## src/rtl/mem_seq_ctrl.sv

```systemverilog
`default_nettype none
// +--------------------------------------------------------------------------+
// | mem_seq_ctrl : Moore sequencer for one read/write memory transaction     |
// |                with a wait-state counter and a timeout abort.            |
// | Revision     : 1.0                                                       |
// +--------------------------------------------------------------------------+
module mem_seq_ctrl #(
  parameter int TIMEOUT = 16
) (
  input  logic       clk,
  input  logic       clr,
  input  logic       start_i,
  input  logic       write_i,
  input  logic       mem_ready_i,
  output logic       MARin_o,
  output logic       MDRin_o,
  output logic       MDRread_o,
  output logic       mem_rd_o,
  output logic       mem_wr_o,
  output logic       busy_o,
  output logic       done_o,
  output logic       err_o,
  output logic [7:0] last_wait_o
);

  typedef enum logic [2:0] {
    S_IDLE     = 3'd0,
    S_LOAD_MAR = 3'd1,
    S_LOAD_MDR = 3'd2,
    S_WAIT     = 3'd3,
    S_CAPTURE  = 3'd4,
    S_DONE     = 3'd5,
    S_ERR      = 3'd6
  } state_t;

  localparam logic [7:0] c_timeout      = 8'(TIMEOUT);
  localparam logic [7:0] c_timeout_last = 8'(TIMEOUT - 1);

  state_t     state_q, state_d;
  logic       op_q, op_d;
  logic [7:0] cnt_q, cnt_d;
  logic [7:0] last_wait_q, last_wait_d;

  always_ff @(posedge clk or posedge clr) begin
    if (clr) begin
      state_q     <= S_IDLE;
      op_q        <= 1'b0;
      cnt_q       <= 8'd0;
      last_wait_q <= 8'd0;
    end else begin
      state_q     <= state_d;
      op_q        <= op_d;
      cnt_q       <= cnt_d;
      last_wait_q <= last_wait_d;
    end
  end

  always_comb begin
    state_d     = state_q;
    op_d        = op_q;
    cnt_d       = cnt_q;
    last_wait_d = last_wait_q;
    case (state_q)
      S_IDLE: begin
        if (start_i) begin
          state_d = S_LOAD_MAR;
          op_d    = write_i;
        end
      end
      S_LOAD_MAR: begin
        cnt_d   = 8'd0;
        state_d = op_q ? S_LOAD_MDR : S_WAIT;
      end
      S_LOAD_MDR: begin
        cnt_d   = 8'd0;
        state_d = S_WAIT;
      end
      S_WAIT: begin
        // Completion takes priority over a timeout on the same edge.
        if (mem_ready_i) begin
          state_d     = op_q ? S_DONE : S_CAPTURE;
          last_wait_d = cnt_q + 8'd1;
        end else if (cnt_q == c_timeout_last) begin
          state_d     = S_ERR;
          last_wait_d = c_timeout;
        end else begin
          cnt_d = cnt_q + 8'd1;
        end
      end
      S_CAPTURE: state_d = S_DONE;
      S_DONE:    state_d = S_IDLE;
      S_ERR:     state_d = S_IDLE;
      default:   state_d = S_IDLE;
    endcase
  end

  always_comb begin
    MARin_o   = 1'b0;
    MDRin_o   = 1'b0;
    MDRread_o = 1'b0;
    mem_rd_o  = 1'b0;
    mem_wr_o  = 1'b0;
    done_o    = 1'b0;
    err_o     = 1'b0;
    busy_o    = (state_q != S_IDLE);
    case (state_q)
      S_LOAD_MAR: MARin_o = 1'b1;
      S_LOAD_MDR: MDRin_o = 1'b1;
      S_WAIT: begin
        mem_rd_o = ~op_q;
        mem_wr_o = op_q;
      end
      S_CAPTURE: begin
        MDRin_o   = 1'b1;
        MDRread_o = 1'b1;
      end
      S_DONE:  done_o = 1'b1;
      S_ERR:   err_o  = 1'b1;
      default: ;
    endcase
  end

  assign last_wait_o = last_wait_q;

endmodule
`default_nettype wire

```

## config.mk

```make
export PLATFORM = sky130hd
export DESIGN_NAME = mem_seq_ctrl
export DESIGN_NICKNAME = d
export VERILOG_FILES = /design/src/rtl/mem_seq_ctrl.sv
export SDC_FILE = /design/constraint.sdc
export NUM_CORES = 1
export LEC_CHECK = 0
export ABC_AREA = 1
export CAP_MARGIN = 20
export CORE_MARGIN = 2
export CORE_UTILIZATION = 46
export DETAILED_ROUTE_END_ITERATION = 10
export HOLD_SLACK_MARGIN = 0.1
export PLACE_DENSITY = 0.8
export SLEW_MARGIN = 20
export SYNTH_ARGS = -nofsm -noshare
export SYNTH_HDL_FRONTEND = slang
export SYNTH_SLANG_ARGS = --single-unit
```

## constraint.sdc

```tcl
create_clock -name clk -period 1.5 [get_ports clk]
set_input_delay 0.225 -clock clk [delete_from_list [all_inputs] [get_ports clk]]
set_output_delay 0.225 -clock clk [all_outputs]
set_load 0.005 [all_outputs]
```

---- Word level (Yosys, flattened, before mapping) ----
Index checks and enable logic that the tools add are counted.
storage, ports and cells
  bits in registers ....................... 20
  input bits .............................. 5
operators by class
  multiplexer cells ....................... 18
  equal/unequal tests ..................... 11
  add/subtract/negate cells ............... 1
  reductions and logical operators ........ 10
  bitwise operators ....................... 1
operators by type and width
  operator                                                               count
  8-bit 2-to-1 mux                                                       4
  8-bit one-hot mux with 2 select lines                                  1
  3-bit one-hot mux with 5 select lines                                  1
  3-bit equality test, second input constant                             3
  1-bit 2-to-1 mux                                                       9
  3-bit 2-to-1 mux                                                       3
  8-bit by 1-bit adder with 8-bit output, second input constant          1
  8-bit by 4-bit equality test with 1-bit output, second input constant  1
  3-bit by 2-bit equality test with 1-bit output, second input constant  2
  2-bit inequality test, second input constant                           3
  2-bit AND reduction                                                    3
  2-bit nonzero test                                                     2
  2-bit OR reduction                                                     2
  3-bit by 1-bit equality test with 1-bit output, second input constant  1
  3-bit logical NOT                                                      1
  3-bit inequality test, second input constant                           1
  3-bit AND reduction                                                    1
  3-bit nonzero test                                                     1
  1-bit NOT                                                              1

---- Logic depth before layout (Yosys ltp) ----
Gate-level depths: netlist (run 1).
  depth in word-level cells ............... 4
  depth in mapped cells ................... 8

---- Least setup slack after synthesis (run 1) ----
No wires, ideal clock.
  path kind ............................... flip-flop to flip-flop
  start point ............................. register cnt_q[0]
  end point ............................... register cnt_q[7]
  slack ................................... 0.099 ns
  library setup time ...................... 0.119 ns
  period minus slack after synthesis ...... 1.401 ns
  stages on the path, launching flop included .. 9
  path buffers ............................ 1
  arrival time ............................ 1.282 ns
  path through ............................ dfrtp_1 -> ha_1 -> nand3_2 -> nor2_4 -> nand2_2 -> nand3_4 -> buf_12 -> nand2_2 -> o21ai_2
on the way
  word-level cells in the longest chain between the ends .. 4
ends and longest elaborated chain
  what                                    line  RTL
  start: declaration                      41    logic [7:0] cnt_q, cnt_d;
  start signal: assignment                53    cnt_q <= cnt_d;
  8-bit by 1-bit adder with 8-bit output  87    cnt_d = cnt_q + 8'd1;
  8-bit 2-to-1 mux                        83    end else if (cnt_q == c_timeout_last) begin
  8-bit 2-to-1 mux                        80    if (mem_ready_i) begin
  8-bit one-hot mux with 2 select lines   63    case (state_q)
Parallel ways exist; a longest one is shown, timed or not. The select of a mux whose other input is x is not followed.
A chain may end at the register's enable or synchronous reset.

---- Worst setup path after layout (run 1) ----
  start point ............................. register state_q[0]
  end point ............................... output busy_o
on the way
  word-level cells in the longest chain between the ends .. 1
ends and longest elaborated chain
  what                      line  RTL
  start: declaration        39    state_t state_q, state_d;
  start signal: assignment  51    state_q <= state_d;
  3-bit nonzero test        105   busy_o = (state_q != S_IDLE);
  end: declaration          20    output logic busy_o,
Every way passes these cells.

==> results of run 1 <==
-- critical path: stages (launching register included) --
cell and delay, ps:
dfrtp_1 400, buf_6 120, nor2_4 90, buf_4 120, buf_6 100, nand2_1 60
buf_2 120
-- routing by layer --
| metal | vias to the layer above | routed length, µm | GRT usage, % |
|---|---|---|---|
| li1 | 552 | - | - |
| met1 | 532 | 1240 | 26.2 |
| met2 | 26 | 1650 | 44.9 |
| met3 | 6 | 110 | 3.61 |
| met4 | 0 | 25 | 5.98 |
| met5 | - | 0 | 0 |
-- registers in the layout, indices dropped and copies added, names as in the netlist --
name,cells
state_q,3
op_q,1
cnt_q,8
last_wait_o,8
-- final cells by class --
cell class / instances / share of cell area (%)
Inverter: 15 / 3.59
Multi-Input combinational cell: 106 / 39.5
Tap cell: 30 / 2.29
Sequential cell: 20 / 30.5
Clock buffer: 3 / 1.37
Timing Repair Buffer: 45 / 22.7
-- worst max-delay path by stage --
stage	start	end
finish	state_q[0]$_DFFE_PP0P_	busy_o
floorplan	cnt_q[0]$_DFFE_PP0P_	cnt_q[7]$_DFFE_PP0P_
CTS	state_q[0]$_DFFE_PP0P_	MDRin_o
global placement	state_q[0]$_DFFE_PP0P_	MDRin_o
global route	state_q[0]$_DFFE_PP0P_	busy_o
detailed placement	state_q[0]$_DFFE_PP0P_	MDRin_o
-- per-stage QoR --
step / std cells / power, µW / worst slack (ps)
2_1_floorplan: 143 / 1460 / 99.1
3_3_place_gp: 206 / 1880 / -78.0
3_5_place_dp: 206 / 1910 / -124
4_1_cts: 217 / 2400 / -31.5
5_1_grt: 219 / 2740 / -106
6_report: 219 / 2580 / -48.4
-- power breakdown --
group / total, µW / switching (µW) / leakage, µW / internal (µW)
Combinational: 1590 / 836 / 0.000521 / 750
Clock: 262 / 168 / 0.0000138 / 94.0
Sequential: 732 / 79.8 / 0.000265 / 652
-- cell usage in the layout, fill, tap and decap left out, types with 5 or more instances in the layout --
master,instances
buf_6,6
dfrtp_1,20
buf_4,20
o21ai_2,6
inv_1,11
nand3_1,16
nand2_2,5
nor2_1,16
nor2_4,6
clkdlybuf4s50_1,12
buf_2,7
nand2_1,33
-- kinds of logic (layout without fill, tap and decap cells) --
kind of cell               Yosys count  count (layout)  share of synthesized area, %
DFF                                 20              20                          43.7
AOI/OAI and AO/OA                   15              15                          8.84
adders and majority gates            1               1                          1.09
buffers and inverters               18              63                          8.62
and+or+nand+nor                     87              88                          36.2
xor gates and xnor gates             2               2                          1.53
-- repair_timing --
action / in CTS / in global routing
pin swaps: 4 / 2
hold endpoints to repair: 0 / 0
resized for setup: 49 / 14
gates cloned: 1 / 0
setup buffers: 9 / 2
setup endpoints to repair: 10 / 21
==> tab_implementation.tex, run 1 <==
\begin{tabular}{lr}
\hline
Metric & Value \\
\hline
\multicolumn{2}{l}{\textbf{Layout}} \\
\quad Fillers & 189 \\
\quad Layout overhead on the synthesized area & 43.0\% \\
\quad Number of nets at the end of the flow & 197 \\
\quad Sequential cell area & 500 µm² \\
\quad Layout Cell Area excl Fill & 1640 µm² \\
\quad Number of inserted diodes & 0 \\
\quad Fraction of final layout cells sized beyond drive strength 1 & 35.4\% \\
\quad Final core occ & 68.0\% \\
\quad Combined area of the multi-input logic cells & 647 µm² \\
\multicolumn{2}{l}{\textbf{Clock tree}} \\
\quad Clk Latency, worst-skew pair & 310 ps \\
\quad Maximum clock insertion buffer count & 2 \\
\quad Number of clock sinks seen by CTS & 20 \\
\quad Number of H-tree branching levels & 1 \\
\quad Clock tree root driver cell & clkbuf\_4 \\
\quad \# hold bufs at CTS & 0 \\
\quad Clock tree from TritonCTS & built \\
\quad CTS clk-pin slew, worst paths & 110 ps \\
\quad Number of buffers inserted during clock tree synthesis & 3 \\
\multicolumn{2}{l}{\textbf{Synthesis}} \\
\quad Most common cell in the netlist & nand2\_1 \\
\quad Unique cell type count in the Yosys netlist & 26 \\
\quad Area leader, netlist & dfrtp\_1 \\
\quad Main area contributors after synthesis & dfrtp\_1 (44\%), nand2\_1 (11\%), nand3\_1 (7.0\%), nor2\_1 (6.9\%), inv\_1 (4.9\%) \\
\quad Mean instance size in the synthesized netlist & 8.01 µm² \\
\quad EDFF count, synth & 0 \\
\quad Total number of yosys warnings & 0 \\
\quad Post-synthesis cell count & 143 \\
\quad Share of Yosys cell area claimed by the top area cell type & 43.7\% \\
\quad Number of nets produced by synthesis & 149 \\
\quad Flip-flop and latch count after synthesis & 20 \\
\quad Summed instance area of the synthesized netlist & 1150 µm² \\
\quad Dominant register cell in the synthesized netlist & dfrtp\_1 \\
\quad Most frequent cells after synthesis & nand2\_1 (34), nor2\_1 (21), dfrtp\_1 (20) \\
\quad Async SR Flop Fraction & 100\% \\
\quad Share of the yosys chip area belonging to registers & 43.7\% \\
\multicolumn{2}{l}{\textbf{Power and ir drop}} \\
\quad Leakage power summed over all cells & 0.000800 µW \\
\quad Power per cell area & 1570 nW/µm² \\
\quad Worst vdd rail ir drop & 1.22 mV \\
\multicolumn{2}{l}{\textbf{Floorplanning}} \\
\quad FP Rows & 18 \\
\quad Horiz. Die Dim & 53.9 µm \\
\quad Die Span Y & 53.9 µm \\
\quad Starting utilization of the core area & 47.6\% \\
\quad Die outline area & 2910 µm² \\
\quad Ports & 21 \\
\quad Placeable core region & 2410 µm² \\
\multicolumn{2}{l}{\textbf{STA}} \\
\quad Hold WS & 234 ps \\
\quad Slack of the critical path & -48.4 ps \\
\quad Transition at the pin with the smallest max-transition slack & 321 ps \\
\quad Min Tclk post-route & 1550 ps \\
\quad Max Transition Viols Final & 0 \\
\quad Setup TNS & -106 ps \\
\quad Final Hold Vio Count & 0 \\
\quad Total setup violations reported at the end of the flow & 4 \\
\quad Final period utilization & 103\% \\
\quad Maximum clock frequency & 646 MHz \\
\quad Slew margin rel. & 78.5\% \\
\quad RSZ-0062 raised after global routing & yes \\
\quad Worst setup skew after layout & 7.13 ps \\
\multicolumn{2}{l}{\textbf{Run status}} \\
\quad Violations in the final reports & setup timing \\
\quad Outcome & finished, violations left \\
\multicolumn{2}{l}{\textbf{Critical path}} \\
\quad Kind of capture point of the worst setup path & primary output \\
\quad Kind of critical path & flop to primary output \\
\quad Critical Path AT & 1320 ps \\
\quad Logic depth of the worst register-to-register path & 8 \\
\quad Critical register-to-register path endpoint & last\_wait\_o[4]\$\_DFFE\_PP0P\_ \\
\quad Worst flop-to-flop path startpoint & state\_q[1]\$\_DFFE\_PP0P\_ \\
\quad Sort of element at the start of the critical path & flop \\
\quad Setup slack, reg-to-reg & 60 ps \\
\quad Maximum fanout encountered on the critical timing path & 3 \\
\quad Worst Path Required & 1270 ps \\
\multicolumn{2}{l}{\textbf{Drt}} \\
\quad First DRT Iteration DRCs & 22 \\
\quad Total vias in the final route & 1116 \\
\quad Remaining antenna violation count & 0 \\
\quad Post-route DRC violation count & 0 \\
\quad Via-per-instance ratio & 5.10 \\
\quad First drt pass iteration count & 4 \\
\quad Total Wirelength & 3.03 mm \\
\quad Routed wire per std cell & 13.8 µm \\
\multicolumn{2}{l}{\textbf{Place}} \\
\quad Global placement routability congestion & 0.834 \\
\quad Placed cell area & 1460 µm² \\
\quad Count of buffers from port buffering & 20 \\
\quad Dpl hpwl & 1.99 mm \\
\multicolumn{2}{l}{\textbf{Global route}} \\
\quad GR Util All Layers & 23.3\% \\
\quad Wire length of the first global-routing pass & 4.84 mm \\
\quad Remaining global-route overflow & 0 \\
\quad Pin count of the biggest net entering global routing & 21 \\
\quad Via count of the first global-routing pass & 1111 \\
\quad Number of antenna violations at the first check in global routing & 0 \\
\multicolumn{2}{l}{\textbf{Job}} \\
\quad Max cap viols & 0 \\
\multicolumn{2}{l}{\textbf{Worst hold path}} \\
\quad Hold Path Class & input port to asynchronous set/reset pin \\
\hline
\end{tabular}
Power figures use the tool's default switching activity.
==> inputs of run 2 (changes only) <==
HOLD_SLACK_MARGIN = 0.08   (was 0.1)
==> results of run 2 <==
The final DEF is identical to that of run 1; final timing and power are the same.
